--- src/rtl/fifo_pkg.sv ---
// -----------------------------------------------------------------------------
// fifo_pkg
// Shared definitions for the fifo-fed serial transmitter:
//   - state_t    : transmitter FSM state encoding
//   - DATA_W     : payload bits per frame (8)
//   - START_BITS : start bits per frame (1)
//   - STOP_BITS  : stop bits per frame (1)
//   - BIT_CNT_W  : width of the in-state bit counter
//   - even_parity: XOR reduction of a payload byte
// Optional feature macro: FIFO_TX_PARITY_EN adds the ST_PARITY state.
// -----------------------------------------------------------------------------
package fifo_pkg;

  localparam int unsigned DATA_W     = 8;
  localparam int unsigned START_BITS = 1;
  localparam int unsigned STOP_BITS  = 1;
  localparam int unsigned BIT_CNT_W  = 3;

  typedef enum logic [2:0] {
    ST_IDLE    = 3'd0,
    ST_REQ     = 3'd1,
    ST_CAPTURE = 3'd2,
    ST_START   = 3'd3,
    ST_DATA    = 3'd4,
`ifdef FIFO_TX_PARITY_EN
    ST_PARITY  = 3'd5,
`endif
    ST_STOP    = 3'd6
  } state_t;

  // Even parity: the parity bit makes the total count of ones even.
  function automatic logic even_parity(input logic [DATA_W-1:0] d);
    return ^d;
  endfunction

endpackage

--- src/rtl/fifo_tx_baud.sv ---
// -----------------------------------------------------------------------------
// fifo_tx_baud
// Bit-period timer. Counts CLKS_PER_BIT clocks per serial bit and flags the
// last clock of each bit period with 'tick'.
// Ports:
//   clk     in  : clock, all logic on posedge
//   reset   in  : synchronous active-high reset (counter cleared to 0)
//   restart in  : reload the period; next cycle is the first clock of a bit
//   tick    out : high in the last clock of the current bit period
// -----------------------------------------------------------------------------
module fifo_tx_baud #(
  parameter int unsigned CLKS_PER_BIT = 4
) (
  input  logic clk,
  input  logic reset,
  input  logic restart,
  output logic tick
);

  localparam logic [7:0] RELOAD = 8'(CLKS_PER_BIT - 1);

  logic [7:0] cnt_q;
  logic [7:0] cnt_d;

  // Down-counter: reload on restart or when a period expires.
  always_comb begin
    cnt_d = cnt_q;
    if (restart) begin
      cnt_d = RELOAD;
    end else if (cnt_q == 8'd0) begin
      cnt_d = RELOAD;
    end else begin
      cnt_d = cnt_q - 8'd1;
    end
  end

  // Counter register with synchronous reset.
  always_ff @(posedge clk) begin
    if (reset) begin
      cnt_q <= 8'd0;
    end else begin
      cnt_q <= cnt_d;
    end
  end

  assign tick = (cnt_q == 8'd0);

endmodule

--- src/rtl/fifo_serial_tx.sv ---
// -----------------------------------------------------------------------------
// fifo_serial_tx
// Pulls bytes from an upstream 8-bit fifo and shifts them out as asynchronous
// serial frames: start(0), 8 data bits LSB first, [even parity], stop(1).
// Optional feature macro: FIFO_TX_PARITY_EN (adds the parity bit, 11-bit frame;
// default build sends 10-bit frames).
// Ports:
//   clk          in  : clock, all logic on posedge
//   reset        in  : synchronous active-high reset, aborts any frame
//   fifo_empty   in  : upstream fifo empty flag
//   fifo_rd_data in  : upstream read data, valid the cycle after fifo_rd_req
//   fifo_rd_req  out : one-cycle read pulse per byte (registered)
//   tx_enable    in  : permits new frames to start
//   tx           out : serial line, idles high (registered)
//   busy         out : high whenever the FSM is not idle (registered)
//   bytes_sent   out : wrapping count of completed frames
// -----------------------------------------------------------------------------
module fifo_serial_tx
  import fifo_pkg::*;
#(
  parameter int unsigned CLKS_PER_BIT = 4,
  parameter int unsigned CNT_W        = 16
) (
  input  logic             clk,
  input  logic             reset,
  input  logic             fifo_empty,
  input  logic [7:0]       fifo_rd_data,
  output logic             fifo_rd_req,
  input  logic             tx_enable,
  output logic             tx,
  output logic             busy,
  output logic [CNT_W-1:0] bytes_sent
);

  state_t               state_q;
  state_t               state_d;
  logic [DATA_W-1:0]    shift_q;
  logic [DATA_W-1:0]    shift_d;
  logic [BIT_CNT_W-1:0] bit_cnt_q;
  logic [BIT_CNT_W-1:0] bit_cnt_d;
  logic                 tx_q;
  logic                 tx_d;
  logic                 rd_req_q;
  logic                 busy_q;
  logic [CNT_W-1:0]     bytes_q;
  logic [CNT_W-1:0]     bytes_d;
  logic                 tick_s;
  logic                 restart_s;
  logic                 can_start_s;

  // Every state entry restarts the bit period, so each state starts on a
  // full-length bit regardless of where the free-running count was.
  assign restart_s   = (state_d != state_q);
  assign can_start_s = tx_enable & ~fifo_empty;

  fifo_tx_baud #(
    .CLKS_PER_BIT (CLKS_PER_BIT)
  ) u_baud (
    .clk     (clk),
    .reset   (reset),
    .restart (restart_s),
    .tick    (tick_s)
  );

  // Next-state and next-output logic. tx_d is the line value for the
  // following cycle, so tx changes exactly on the state/bit boundary.
  always_comb begin
    state_d   = state_q;
    shift_d   = shift_q;
    bit_cnt_d = bit_cnt_q;
    tx_d      = tx_q;
    bytes_d   = bytes_q;
    case (state_q)
      ST_IDLE: begin
        tx_d = 1'b1;
        if (can_start_s) begin
          state_d = ST_REQ;
        end else begin
          state_d = ST_IDLE;
        end
      end
      ST_REQ: begin
        tx_d    = 1'b1;
        state_d = ST_CAPTURE;
      end
      ST_CAPTURE: begin
        shift_d   = fifo_rd_data;
        bit_cnt_d = {BIT_CNT_W{1'b0}};
        tx_d      = 1'b0;
        state_d   = ST_START;
      end
      ST_START: begin
        if (tick_s) begin
          if (bit_cnt_q == BIT_CNT_W'(START_BITS - 1)) begin
            state_d   = ST_DATA;
            bit_cnt_d = {BIT_CNT_W{1'b0}};
            tx_d      = shift_q[0];
          end else begin
            bit_cnt_d = bit_cnt_q + {{(BIT_CNT_W-1){1'b0}}, 1'b1};
            tx_d      = 1'b0;
          end
        end else begin
          tx_d = 1'b0;
        end
      end
      ST_DATA: begin
        if (tick_s) begin
          if (bit_cnt_q == BIT_CNT_W'(DATA_W - 1)) begin
            bit_cnt_d = {BIT_CNT_W{1'b0}};
`ifdef FIFO_TX_PARITY_EN
            // Rotation preserves the XOR of the byte, so parity is still
            // available from the shift register here.
            state_d = ST_PARITY;
            tx_d    = even_parity(shift_q);
`else
            state_d = ST_STOP;
            tx_d    = 1'b1;
`endif
          end else begin
            // Rotate rather than shift so the byte stays intact.
            bit_cnt_d = bit_cnt_q + {{(BIT_CNT_W-1){1'b0}}, 1'b1};
            shift_d   = {shift_q[0], shift_q[DATA_W-1:1]};
            tx_d      = shift_q[1];
          end
        end else begin
          tx_d = tx_q;
        end
      end
`ifdef FIFO_TX_PARITY_EN
      ST_PARITY: begin
        if (tick_s) begin
          state_d   = ST_STOP;
          bit_cnt_d = {BIT_CNT_W{1'b0}};
          tx_d      = 1'b1;
        end else begin
          tx_d = tx_q;
        end
      end
`endif
      ST_STOP: begin
        tx_d = 1'b1;
        if (tick_s) begin
          if (bit_cnt_q == BIT_CNT_W'(STOP_BITS - 1)) begin
            bytes_d   = bytes_q + {{(CNT_W-1){1'b0}}, 1'b1};
            bit_cnt_d = {BIT_CNT_W{1'b0}};
            // Back-to-back frames skip IDLE entirely.
            if (can_start_s) begin
              state_d = ST_REQ;
            end else begin
              state_d = ST_IDLE;
            end
          end else begin
            bit_cnt_d = bit_cnt_q + {{(BIT_CNT_W-1){1'b0}}, 1'b1};
          end
        end else begin
          state_d = ST_STOP;
        end
      end
      default: begin
        state_d   = ST_IDLE;
        tx_d      = 1'b1;
        bit_cnt_d = {BIT_CNT_W{1'b0}};
      end
    endcase
  end

  // State and registered outputs; reset wins over every transition.
  always_ff @(posedge clk) begin
    if (reset) begin
      state_q   <= ST_IDLE;
      shift_q   <= {DATA_W{1'b0}};
      bit_cnt_q <= {BIT_CNT_W{1'b0}};
      tx_q      <= 1'b1;
      rd_req_q  <= 1'b0;
      busy_q    <= 1'b0;
      bytes_q   <= {CNT_W{1'b0}};
    end else begin
      state_q   <= state_d;
      shift_q   <= shift_d;
      bit_cnt_q <= bit_cnt_d;
      tx_q      <= tx_d;
      rd_req_q  <= (state_d == ST_REQ);
      busy_q    <= (state_d != ST_IDLE);
      bytes_q   <= bytes_d;
    end
  end

  assign fifo_rd_req = rd_req_q;
  assign tx          = tx_q;
  assign busy        = busy_q;
  assign bytes_sent  = bytes_q;

endmodule

--- config.mk ---
export PLATFORM = sky130hd
export DESIGN_NAME = fifo_serial_tx
export DESIGN_NICKNAME = d
export VERILOG_FILES = /design/src/rtl/fifo_pkg.sv /design/src/rtl/fifo_tx_baud.sv /design/src/rtl/fifo_serial_tx.sv
export SDC_FILE = /design/constraint.sdc
export NUM_CORES = 1
export LEC_CHECK = 0
export ABC_AREA = 1
export ABC_CLOCK_PERIOD_IN_PS = 1500
export CORE_ASPECT_RATIO = 0.6
export CORE_MARGIN = 2
export CORE_UTILIZATION = 35
export DETAILED_ROUTE_END_ITERATION = 6
export GPL_ROUTABILITY_DRIVEN = 0
export PLACE_DENSITY_LB_ADDON = 0.05
export SLEW_MARGIN = 20
export SYNTH_ARGS = -nofsm -noshare
export SYNTH_HDL_FRONTEND = slang
export SYNTH_SLANG_ARGS = --single-unit
--- constraint.sdc ---
create_clock -name clk -period 1.5 [get_ports clk]
set_input_delay 0.225 -clock clk [delete_from_list [all_inputs] [get_ports clk]]
set_output_delay 0.225 -clock clk [all_outputs]
set_load 0.005 [all_outputs]
==> out/results.ini, run 1 <==
[timing]
skew_ns=0.00296
period_needed_ns=1.65
rsz0062_at_grt=true
tns_ns=-1.77
relSlewSlack_pct=80.6
fmax_mhz=604
post-route-period-util_pct=110
setup_viol=30
fin_ws_ns=-0.155
finalHoldViolations=0
final_max_slew_viol_count=0
worst_pin_slew_ns=0.288

[status]
violations=negative setup slack
status=complete, but fails checks

[global_route]
first_global_vias=2115
antenna_found_initial=0
grt_pass1_wl_um=10300
grt_usage_pct=19.4
globalRoute.totalOverflow=0
grt_max_degree=17

[worst_setup_path]
critPathMaxFanout=7
worstSetupEndpointType=flop
cp-start-kind=flop
path_class=flop to flop
crit_required_ns=1.68
slowest_delay_ns=0.33
path_cells=nor2_2, nand2_2, nor2_8, nand3_4, nor3_4, buf_4, nand3_4, o21ai_2, a21oi_1
worst_path_max_delay_cell=dfxtp_1
crit_top_cell=nand3_4
critPathArrivalTime_ns=1.84

[layout]
finalInstanceArea_um2=3390
layout.nets=409
final_cell_mix=buf_4, nand2_1, clkdlybuf4s50_1
num_antenna_cells=0
drive_gt1_share_pct=39.5
post-route-util_pct=59.5
final_common_cell=buf_4
area_delta_synth_final_pct=60.8

[logic_synthesis]
synth_nets=312
yosys-top-cells-area=dfxtp_1, nand2_1, inv_1
ys_ff_latch=41
ys_seq_area_share_pct=38.9
synth_top_area_cell=dfxtp_1
syn-instance-count=294
syn_area_um2=2110
synth_top_flop_cell=dfxtp_1
synth_edf_count=0
yosysTopAreaCellShare_pct=38.9
yosysUniqueCellTypes=31
synth_area_per_cell_um2=7.18
ys_warn_count=0
synthArstFlopShare_pct=0

[detailed_routing]
ant_nets=0
firstDrtPassIters=4
vias=2220
dr.first_iter.drc_count=98
drc=0
via_per_inst=4.70
routedWlPerCell_um=12.7
wl_um=5980

[cts]
worstSkewPairLatency_ns=0.29
cts_tree=yes
clock-root-buffer=clkbuf_8
cts_hold_buf=0
cts_max_level=2
cts_num_sinks=41
cts_buffers=5
clk_pin_slew_worst_paths_ns=0.08
clockBufferDepth=2

[floorplanning]
row_count=21
initial_core_util_pct=37.0
pin_count=31
die_width_um=104
core_um2=5700
die-area_um2=6690
die_h_um=64.2

[place]
place.detailed.hpwl_um=4170
io_buffers=30
placed_area_um2=2890

[power]
power_w=0.00371
power_density_nw_per_um2=1090
ir_drop_mv=0.430
leakagePower_nw=1.48

[min_path]
hold_class=flop to flop

[job]
drv_cap=0

-- timing repair --
item | in CTS | in global routing
setup endpoints to repair | 30 | 53
resized for setup | 36 | 43
gates cloned | 1 | 0
pin swaps | 15 | 7
setup buffers | 15 | 4
-- metal layers --
metal  global-route usage, %  part of all wire (%)
met5                       0                     0
met3                    3.57                   4.4
met4                    4.05                  0.67
met1                    30.5                    57
met2                    27.1                    38
-- per-stage QoR --
| stage | worst slack (ns) | cells | hold slack (ns) |
|---|---|---|---|
| 4_1_cts | -0.120 | 468 | 0.482 |
| 5_1_grt | -0.263 | 472 | 0.507 |
| 6_report | -0.155 | 472 | 0.482 |
| 2_1_floorplan | 0.00213 | 294 | 0.386 |
| 3_5_place_dp | -0.139 | 445 | 0.465 |
| 3_3_place_gp | -0.132 | 445 | 0.468 |
-- worst max-delay path: cells and delay by family, from the launching register on --
kind            cells  cell delay [ns]
compound gates      2             0.15
simple gates        6             0.91
buf+inv             1             0.17
flops               1             0.33
-- worst paths after layout --
kind | slack [ns] | cells after the start | end | start
max | -0.15 | 9 | bytes_sent[5] | u_baud.cnt_q[2]
min | 0.48 | 2 | shift_q[3] | shift_q[4]
max reg2reg | -0.15 | 9 | bytes_sent[5] | u_baud.cnt_q[2]
min reg2reg | 0.48 | 2 | shift_q[3] | shift_q[4]
-- sequential cells by signal, indices dropped and copies added (netlist names) --
name          flops
bit_cnt_q         3
busy              1
bytes_sent       16
fifo_rd_req       1
shift_q           8
state_q           3
tx                1
u_baud.cnt_q      8
-- logic make-up after synthesis --
| kind of cell | synth area share [%] |
|---|---|
| buffers and inverters | 7.35 |
| AND/OR/NAND/NOR | 31.4 |
| adder cells (fa/ha/maj) | 3.56 |
| XOR/XNOR | 5.81 |
| flip-flops | 38.9 |
| AO/OA/AOI/OAI | 13.0 |
-- area by class of cell --
class | count | area [um^2]
multi-input combinational | 214 | 1340
clock buffer | 7 | 86.3
timing repair buffer | 98 | 875
tap | 80 | 100
fill | 526 | 2310
inverter | 31 | 116
clock inverter | 1 | 30.0
sequential | 41 | 847
-- power breakdown --
part / internal [W] / total, W / switching [W]
sequential: 0.00122 / 0.00130 / 0.0000882
clock: 0.000543 / 0.000931 / 0.000388
combinational: 0.000733 / 0.00147 / 0.000737
-- Yosys cell counts (all sizes together) (2+ instances only) --
master and count:
nor2 36, xnor2 5, o21ai 17, a31oi 10
a21oi 19, nand2 73, nor3 7, xor2 9
clkbuf 5, nand3 21, nor4 2, dfxtp 41
a211oi 2, buf 3, nand4 3, inv 31
ha 6
No activity file was read; power rests on OpenSTA's default activity.
==> inputs of run 2 (changes only) <==
--- a/config.mk
+++ b/config.mk
@@ -8,7 +8,6 @@
 export ABC_AREA = 1
 export ABC_CLOCK_PERIOD_IN_PS = 1500
 export CORE_ASPECT_RATIO = 0.6
-export CORE_MARGIN = 2
 export CORE_UTILIZATION = 35
 export DETAILED_ROUTE_END_ITERATION = 6
 export GPL_ROUTABILITY_DRIVEN = 0
==> run 2 against run 1 <==
  * The run still ends with negative setup slack left
  * Via count up 0.18%
  * Worst setup slack better by 0.027 ns
  * Routed wire length increased by 5.6%
  * Design area rose by 0.81%
  * Global-route usage up 0.97 points
  * Sequential share of layout area down 0.13 points
  * Worst hold slack worse by 0.0023 ns
  * Combinational power hardly changed
  * Critical path type unchanged
  * Critical endpoint is now u_baud.cnt_q[4]
  * Highest routed layer unchanged
==> out/results.ini, run 2 (same netlist as run 1, synthesis figures left out) <==
[job]
drv_cap=0  ; unchanged

[worst_setup_path]
path_cells=nor2_4, nand2_2, nor2_8, nand3_4, nand2_2, nand2_2, nand2_2, nand2_1, nand2_2, nor2_4, nand2_4, nor2_2  ; was nor2_2, nand2_2, nor2_8, nand3_4, nor3_4, buf_4, nand3_4, o21ai_2, a21oi_1
r2r-start=u_baud.cnt_q[3]  ; was u_baud.cnt_q[2]
worst_path_max_delay_cell=dfxtp_2  ; was dfxtp_1
critPathMaxFanout=7  ; unchanged
path_class=flop to flop  ; unchanged
worstSetupEndpointType=flop  ; unchanged
path_delay_family=simple AND/OR/NAND/NOR gates  ; unchanged
crit_start=u_baud.cnt_q[3]  ; was u_baud.cnt_q[2]
slowest_delay_ns=0.34  ; was 0.33 ns
crit_required_ns=1.68  ; about the same
cp-start-kind=flop  ; unchanged
path_buf_inv=0  ; was 1
crit_top_cell=nand2_2  ; was nand3_4
critPathArrivalTime_ns=1.81  ; was 1.84 ns

[detailed_routing]
via_per_inst=4.67  ; was 4.70
routedLengthMet1_um=3500  ; was 3410 um
firstDrtPassIters=4  ; unchanged
highest_layer=met4  ; unchanged
dr.first_iter.drc_count=127  ; was 98
wl_met2_um=2510  ; was 2270 um
routedWlPerCell_um=13.3  ; was 12.7 um
wl_um=6320  ; was 5980 um
vias=2224  ; was 2220
wl_met3_um=289  ; was 262 um
ant_nets=0  ; unchanged
drc=0  ; unchanged

[cts]
clk_pin_slew_worst_paths_ns=0.08  ; about the same
clock-root-buffer=clkbuf_8  ; unchanged
cts_tree=yes  ; unchanged
clockBufferDepth=2  ; unchanged
cts_buffers=5  ; unchanged
worstSkewPairLatency_ns=0.29  ; about the same
cts_num_sinks=41  ; unchanged
cts_max_level=2  ; unchanged

[layout]
drive_gt1_share_pct=41.4  ; was 39.5%
num_antenna_cells=0  ; unchanged
fillers=517  ; was 526
final_common_cell=buf_4  ; unchanged
fin_cells=476  ; was 472
final_cell_mix=buf_4, nand2_1, clkdlybuf4s50_1  ; unchanged
largest_reg_flops=16  ; unchanged
area_delta_synth_final_pct=62.1  ; was 60.8%
layout.nets=415  ; was 409

[min_path]
hp-start=tx  ; was shift_q[4]
hold_class=flop to flop  ; unchanged

[place]
place.detailed.hpwl_um=4300  ; was 4170 um
dp.cells=447  ; was 445
io_buffers=30  ; unchanged

[timing]
relSlewSlack_pct=84.5  ; was 80.6%
finalHoldViolations=0  ; unchanged
fmax_mhz=614  ; was 604 MHz
rsz0062_at_grt=true  ; unchanged
period_needed_ns=1.63  ; was 1.65 ns
post-route-period-util_pct=109  ; was 110%
setup_viol=22  ; was 30
final_max_slew_viol_count=0  ; unchanged
fin_ws_ns=-0.128  ; was -0.155 ns
skew_ns=0.00358  ; was 0.00296 ns
worst_pin_slew_ns=0.230  ; was 0.288 ns

[power]
ir_drop_mv=0.461  ; was 0.430 mV
power_density_nw_per_um2=1000  ; was 1090 nW/um^2
power_w=0.00343  ; was 0.00371 W
leakagePower_nw=1.52  ; was 1.48 nW

[global_route]
antenna_found_initial=0  ; unchanged
grt_pass1_wl_um=9930  ; was 10300 um
grt_usage_pct=20.4  ; was 19.4%
grt_max_degree=14  ; was 17
globalRoute.totalOverflow=0  ; unchanged
first_global_vias=2008  ; was 2115

[floorplanning]
die_h_um=62.2  ; was 64.2 um
row_count=21  ; unchanged
die-area_um2=6360  ; was 6690 um^2
initial_core_util_pct=37.0  ; unchanged
pin_count=31  ; unchanged
die_width_um=102  ; was 104 um
core_um2=5700  ; unchanged

[status]
status=complete, but fails checks  ; unchanged
violations=negative setup slack  ; unchanged

-- run 2: cell types whose count changed in the layout (fill, tap and decap cells not counted), moves of 2 or more --
| cell | delta |
|---|---|
| nor2_2 | +2 |
| nor2_1 | -3 |
| nand2_2 | +3 |
| o21ai_0 | -2 |
| inv_1 | -2 |
| nand2_1 | -2 |
| nand3_1 | +2 |
| buf_6 | +3 |
| buf_4 | +3 |
| nand3_2 | -2 |
| o21ai_1 | +3 |
| clkdlybuf4s50_1 | -2 |
| dlymetal6s2s_1 | +2 |
-- run 2: cell type report --
| class | count | area [um^2] | share of cell area [%] |
|---|---|---|---|
| clock inverters | 1 | 5.00 | 0.146 |
| multi-input cells | 214 | 1350 | 39.4 |
| inverters | 31 | 123 | 3.58 |
| clock buffers | 5 | 68.8 | 2.01 |
| well taps | 80 | 100 | 2.93 |
| repair buffers | 104 | 928 | 27.1 |
| flip-flops and latches | 41 | 850 | 24.8 |
-- run 2: metrics by stage --
step | area, um^2 | setup slack (ns) | util, % | hold WS (ns) | setup TNS, ns
floorplan | 2140 | 0.00213 | - | 0.386 | 0
global placement | 2900 | -0.110 | 50.9 | 0.459 | -1.08
detailed placement | 2900 | -0.129 | 50.9 | 0.466 | -1.43
CTS | 3130 | -0.0871 | 54.9 | 0.479 | -0.784
global route | 3420 | -0.236 | 60.0 | 0.499 | -4.09
finish | 3420 | -0.128 | 60.0 | 0.480 | -1.84
-- run 2: worst paths after layout --
check,endpoint,slack (ns),depth (start not counted)
hold reg to reg,tx,0.48,2
hold / removal,tx,0.48,2
setup / recovery,u_baud.cnt_q[4],-0.13,12
setup reg to reg,u_baud.cnt_q[4],-0.13,12
-- run 2: layer usage --
metal  up-vias  GRT usage, %
li1       1167             -
met1      1002          33.8
met2        53          25.5
met3         2          4.95
met4         0          3.75
met5         -             0
-- run 2: worst register-to-register path, stage by stage (launching register included) --
cell     delay, ns
dfxtp_2       0.34
nor2_4        0.12
nand2_2       0.10
nor2_8        0.20
nand3_4       0.15
nand2_2       0.10
nand2_2       0.07
nand2_2       0.08
nand2_1       0.06
nand2_2       0.09
nor2_4        0.05
nand2_4       0.11
nor2_2        0.05
-- run 2: power by group --
group | internal, W | leakage (nW) | switching [W]
clock | 0.000307 | 0.0399 | 0.000372
combinational | 0.000724 | 1.14 | 0.000723
sequential | 0.00121 | 0.343 | 0.0000915
-- run 2: repair_timing --
item	4_1_cts	5_1_grt
endpoints found under the setup margin	26	49
gates cloned	1	0
hold buffers	0	0
setup buffers	5	20
endpoints found under the hold margin	0	0
gates resized for setup	31	62
pin swaps	9	20
==> inputs of run 3 (changes only) <==
--- a/config.mk
+++ b/config.mk
@@ -8,11 +8,10 @@
 export ABC_AREA = 1
 export ABC_CLOCK_PERIOD_IN_PS = 1500
 export CORE_ASPECT_RATIO = 0.6
-export CORE_UTILIZATION = 35
+export CORE_UTILIZATION = 48
 export DETAILED_ROUTE_END_ITERATION = 6
 export GPL_ROUTABILITY_DRIVEN = 0
 export PLACE_DENSITY_LB_ADDON = 0.05
-export SLEW_MARGIN = 20
 export SYNTH_ARGS = -nofsm -noshare
 export SYNTH_HDL_FRONTEND = slang
 export SYNTH_SLANG_ARGS = --single-unit
==> run 3 against run 2 <==
  * The run still ends with negative setup slack left
  * Design area is 5.5% lower
  * Sequential share of layout area is 1.2 points higher
  * Combinational power hardly changed
  * Register-to-register slack hardly changed
  * Final cell count is 6.3% lower
  * Sequential power hardly changed
  * Clock power is 5.2% higher
  * Critical path depth stayed put
  * Count of clock-buffer cells in the layout stayed put
  * Worst setup slack hardly changed
  * Global-route usage is 4.9 points higher
  * Critical endpoint is now u_baud.cnt_q[2]
  * Largest cell class unchanged
==> out/results.ini, run 3 (same netlist as run 1, synthesis figures left out) <==
[worst_setup_path]
r2r_setup_slack_ns=-0.13  ; about the same
worst_path_max_delay_cell=dfxtp_2  ; unchanged
crit_start=u_baud.cnt_q[1]  ; was u_baud.cnt_q[3]
crit_required_ns=1.74  ; was 1.68 ns
path_delay_family=simple AND/OR/NAND/NOR gates  ; unchanged
r2r-start=u_baud.cnt_q[1]  ; was u_baud.cnt_q[3]
path_depth=12  ; unchanged
crit_end=u_baud.cnt_q[2]  ; was u_baud.cnt_q[4]
reg2reg_depth=12  ; unchanged
path_cells=inv_2, ha_4, nand2_4, nor2_8, nand2_4, a21boi_2, nand2_2, nand2_2, nand2_2, nor2_4, nand2_4, nor2_2  ; was nor2_4, nand2_2, nor2_8, nand3_4, nand2_2, nand2_2, nand2_2, nand2_1, nand2_2, nor2_4, nand2_4, nor2_2
slowest_delay_ns=0.33  ; was 0.34 ns
path_buf_inv=1  ; was 0
path_class=flop to flop  ; unchanged
critPathMaxFanout=7  ; unchanged
critPathArrivalTime_ns=1.86  ; was 1.81 ns
rr_endpoint=u_baud.cnt_q[2]  ; was u_baud.cnt_q[4]
worstSetupEndpointType=flop  ; unchanged
cp-start-kind=flop  ; unchanged

[layout]
final_cell_mix=nand2_1, buf_4, clkdlybuf4s50_1  ; was buf_4, nand2_1, clkdlybuf4s50_1
regArea_um2=841  ; was 850 um^2
fin_cells=446  ; was 476
largest_reg_flops=16  ; unchanged
fillers=303  ; was 517
drive_gt1_share_pct=36.3  ; was 41.4%
multi_input_area_um2=1290  ; was 1350 um^2
layout.nets=403  ; was 415
area_delta_synth_final_pct=53.2  ; was 62.1%
num_antenna_cells=0  ; unchanged

[cts]
worstSkewPairLatency_ns=0.29  ; about the same
cts_num_sinks=41  ; unchanged
cts_buffers=5  ; unchanged
cts_max_level=2  ; unchanged
clk_pin_slew_worst_paths_ns=0.08  ; about the same
clock-root-buffer=clkbuf_8  ; unchanged
clockBufferDepth=2  ; unchanged
cts_tree=yes  ; unchanged

[global_route]
first_global_vias=1947  ; was 2008
grt_max_degree=15  ; was 14
globalRoute.totalOverflow=0  ; unchanged
grt_usage_pct=25.3  ; was 20.4%
antenna_found_initial=0  ; unchanged
grt_pass1_wl_um=8890  ; was 9930 um

[power]
sw_frac_of_total_pct=34.7  ; was 34.6%
power_density_nw_per_um2=1080  ; was 1000 nW/um^2
seq_power_share_pct=37.2  ; was 38.0%
internal_power_w=0.00228  ; was 0.00224 W
power_frac_comb_pct=42.3  ; was 42.2%
ir_drop_mv=0.721  ; was 0.461 mV
leakagePower_nw=1.40  ; was 1.52 nW
power.share.clock_pct=20.4  ; was 19.8%
p_sw_w=0.00121  ; was 0.00119 W

[timing]
tns_ns=-1.75  ; was -1.84 ns
skew_ns=0.00695  ; was 0.00358 ns
worst_pin_slew_ns=0.263  ; was 0.230 ns
fin_ws_ns=-0.127  ; was -0.128 ns
finalHoldViolations=0  ; unchanged
rsz0062_at_grt=true  ; unchanged
fmax_mhz=615  ; was 614 MHz
period_needed_ns=1.63  ; about the same
post-route-period-util_pct=108  ; was 109%
setup_viol=30  ; was 22
final_max_slew_viol_count=0  ; unchanged
relSlewSlack_pct=82.3  ; was 84.5%

[min_path]
whs_path_depth=2  ; unchanged
hold_class=flop to flop  ; unchanged

[floorplanning]
die-area_um2=4680  ; was 6360 um^2
core_um2=4170  ; was 5700 um^2
initial_core_util_pct=50.7  ; was 37.0%
pin_count=31  ; unchanged
row_count=18  ; was 21
die_h_um=53.4  ; was 62.2 um
die_width_um=87.6  ; was 102 um

[place]
place.detailed.hpwl_um=3840  ; was 4300 um
io_buffers=30  ; unchanged
dp.cells=422  ; was 447

[detailed_routing]
wl_um=5680  ; was 6320 um
via_per_inst=4.96  ; was 4.67
vias=2213  ; was 2224
routedWlPerCell_um=12.7  ; was 13.3 um
drc=0  ; unchanged
dr.first_iter.drc_count=149  ; was 127
ant_nets=0  ; unchanged
firstDrtPassIters=4  ; unchanged

[status]
status=complete, but fails checks  ; unchanged
violations=negative setup slack  ; unchanged

[job]
drv_cap=0  ; unchanged

## run 3: power groups by stage
stage	clock [W]	combinational (W)	sequential [W]
2_1_floorplan	0	0.000703	0.00130
3_3_place_gp	0	0.00112	0.00130
3_5_place_dp	0	0.00114	0.00130
4_1_cts	0.000729	0.00136	0.00128
5_1_grt	0.000790	0.00161	0.00131
6_report	0.000714	0.00148	0.00130
## run 3: worst min-delay path by stage
stage,start,to,slack [ns]
6_report,tx,tx,0.48
3_5_place_dp,tx,tx,0.46
4_1_cts,shift_q[2],shift_q[1],0.48
2_1_floorplan,fifo_rd_data[1],shift_q[1],0.39
5_1_grt,fifo_rd_data[2],shift_q[2],0.51
3_3_place_gp,tx,tx,0.46
## run 3: routing by layer
metal,global-route usage [%],share of wire [%]
met4,4.64,0.70
met3,6.71,5.3
met1,35.2,50
met2,39.5,44
met5,0,0
## run 3: through the flow
stage	worst slack (ns)	util, %	total power [W]	hold slack [ns]	instance area [um^2]
after floorplan	0.00213	-	0.00200	0.386	2140
after global placement	-0.0978	68.1	0.00242	0.458	2840
after detailed placement	-0.142	68.1	0.00244	0.462	2840
after CTS	-0.0958	74.9	0.00338	0.481	3120
after global routing	-0.198	77.6	0.00371	0.507	3230
final	-0.127	77.6	0.00349	0.479	3230
## run 3: cell type report
type	instances	share of cell area (%)
Sequential cell	41	26.0
Clock buffer	5	2.13
Tap cell	60	2.32
Timing Repair Buffer	92	25.4
Multi-Input combinational cell	214	40.0
Inverter	31	3.60
Clock inverter	3	0.542
## run 3: timing repair
| action | in CTS | in global routing |
|---|---|---|
| hold endpoints to repair | 0 | 0 |
| hold buffers | 0 | 0 |
| setup endpoints to repair | 27 | 47 |
| gates cloned | 1 | 0 |
| pin swaps | 8 | 14 |
| buffers inserted | 12 | 3 |
| resized for setup | 25 | 35 |
## run 3: worst reg2reg max path, delay by kind of cell (launching register included)
kind	cells	cell delay (ns)
fa+ha+maj	1	0.14
simple gates	9	0.89
buf+inv	1	0.07
compound gates	1	0.16
flops	1	0.33
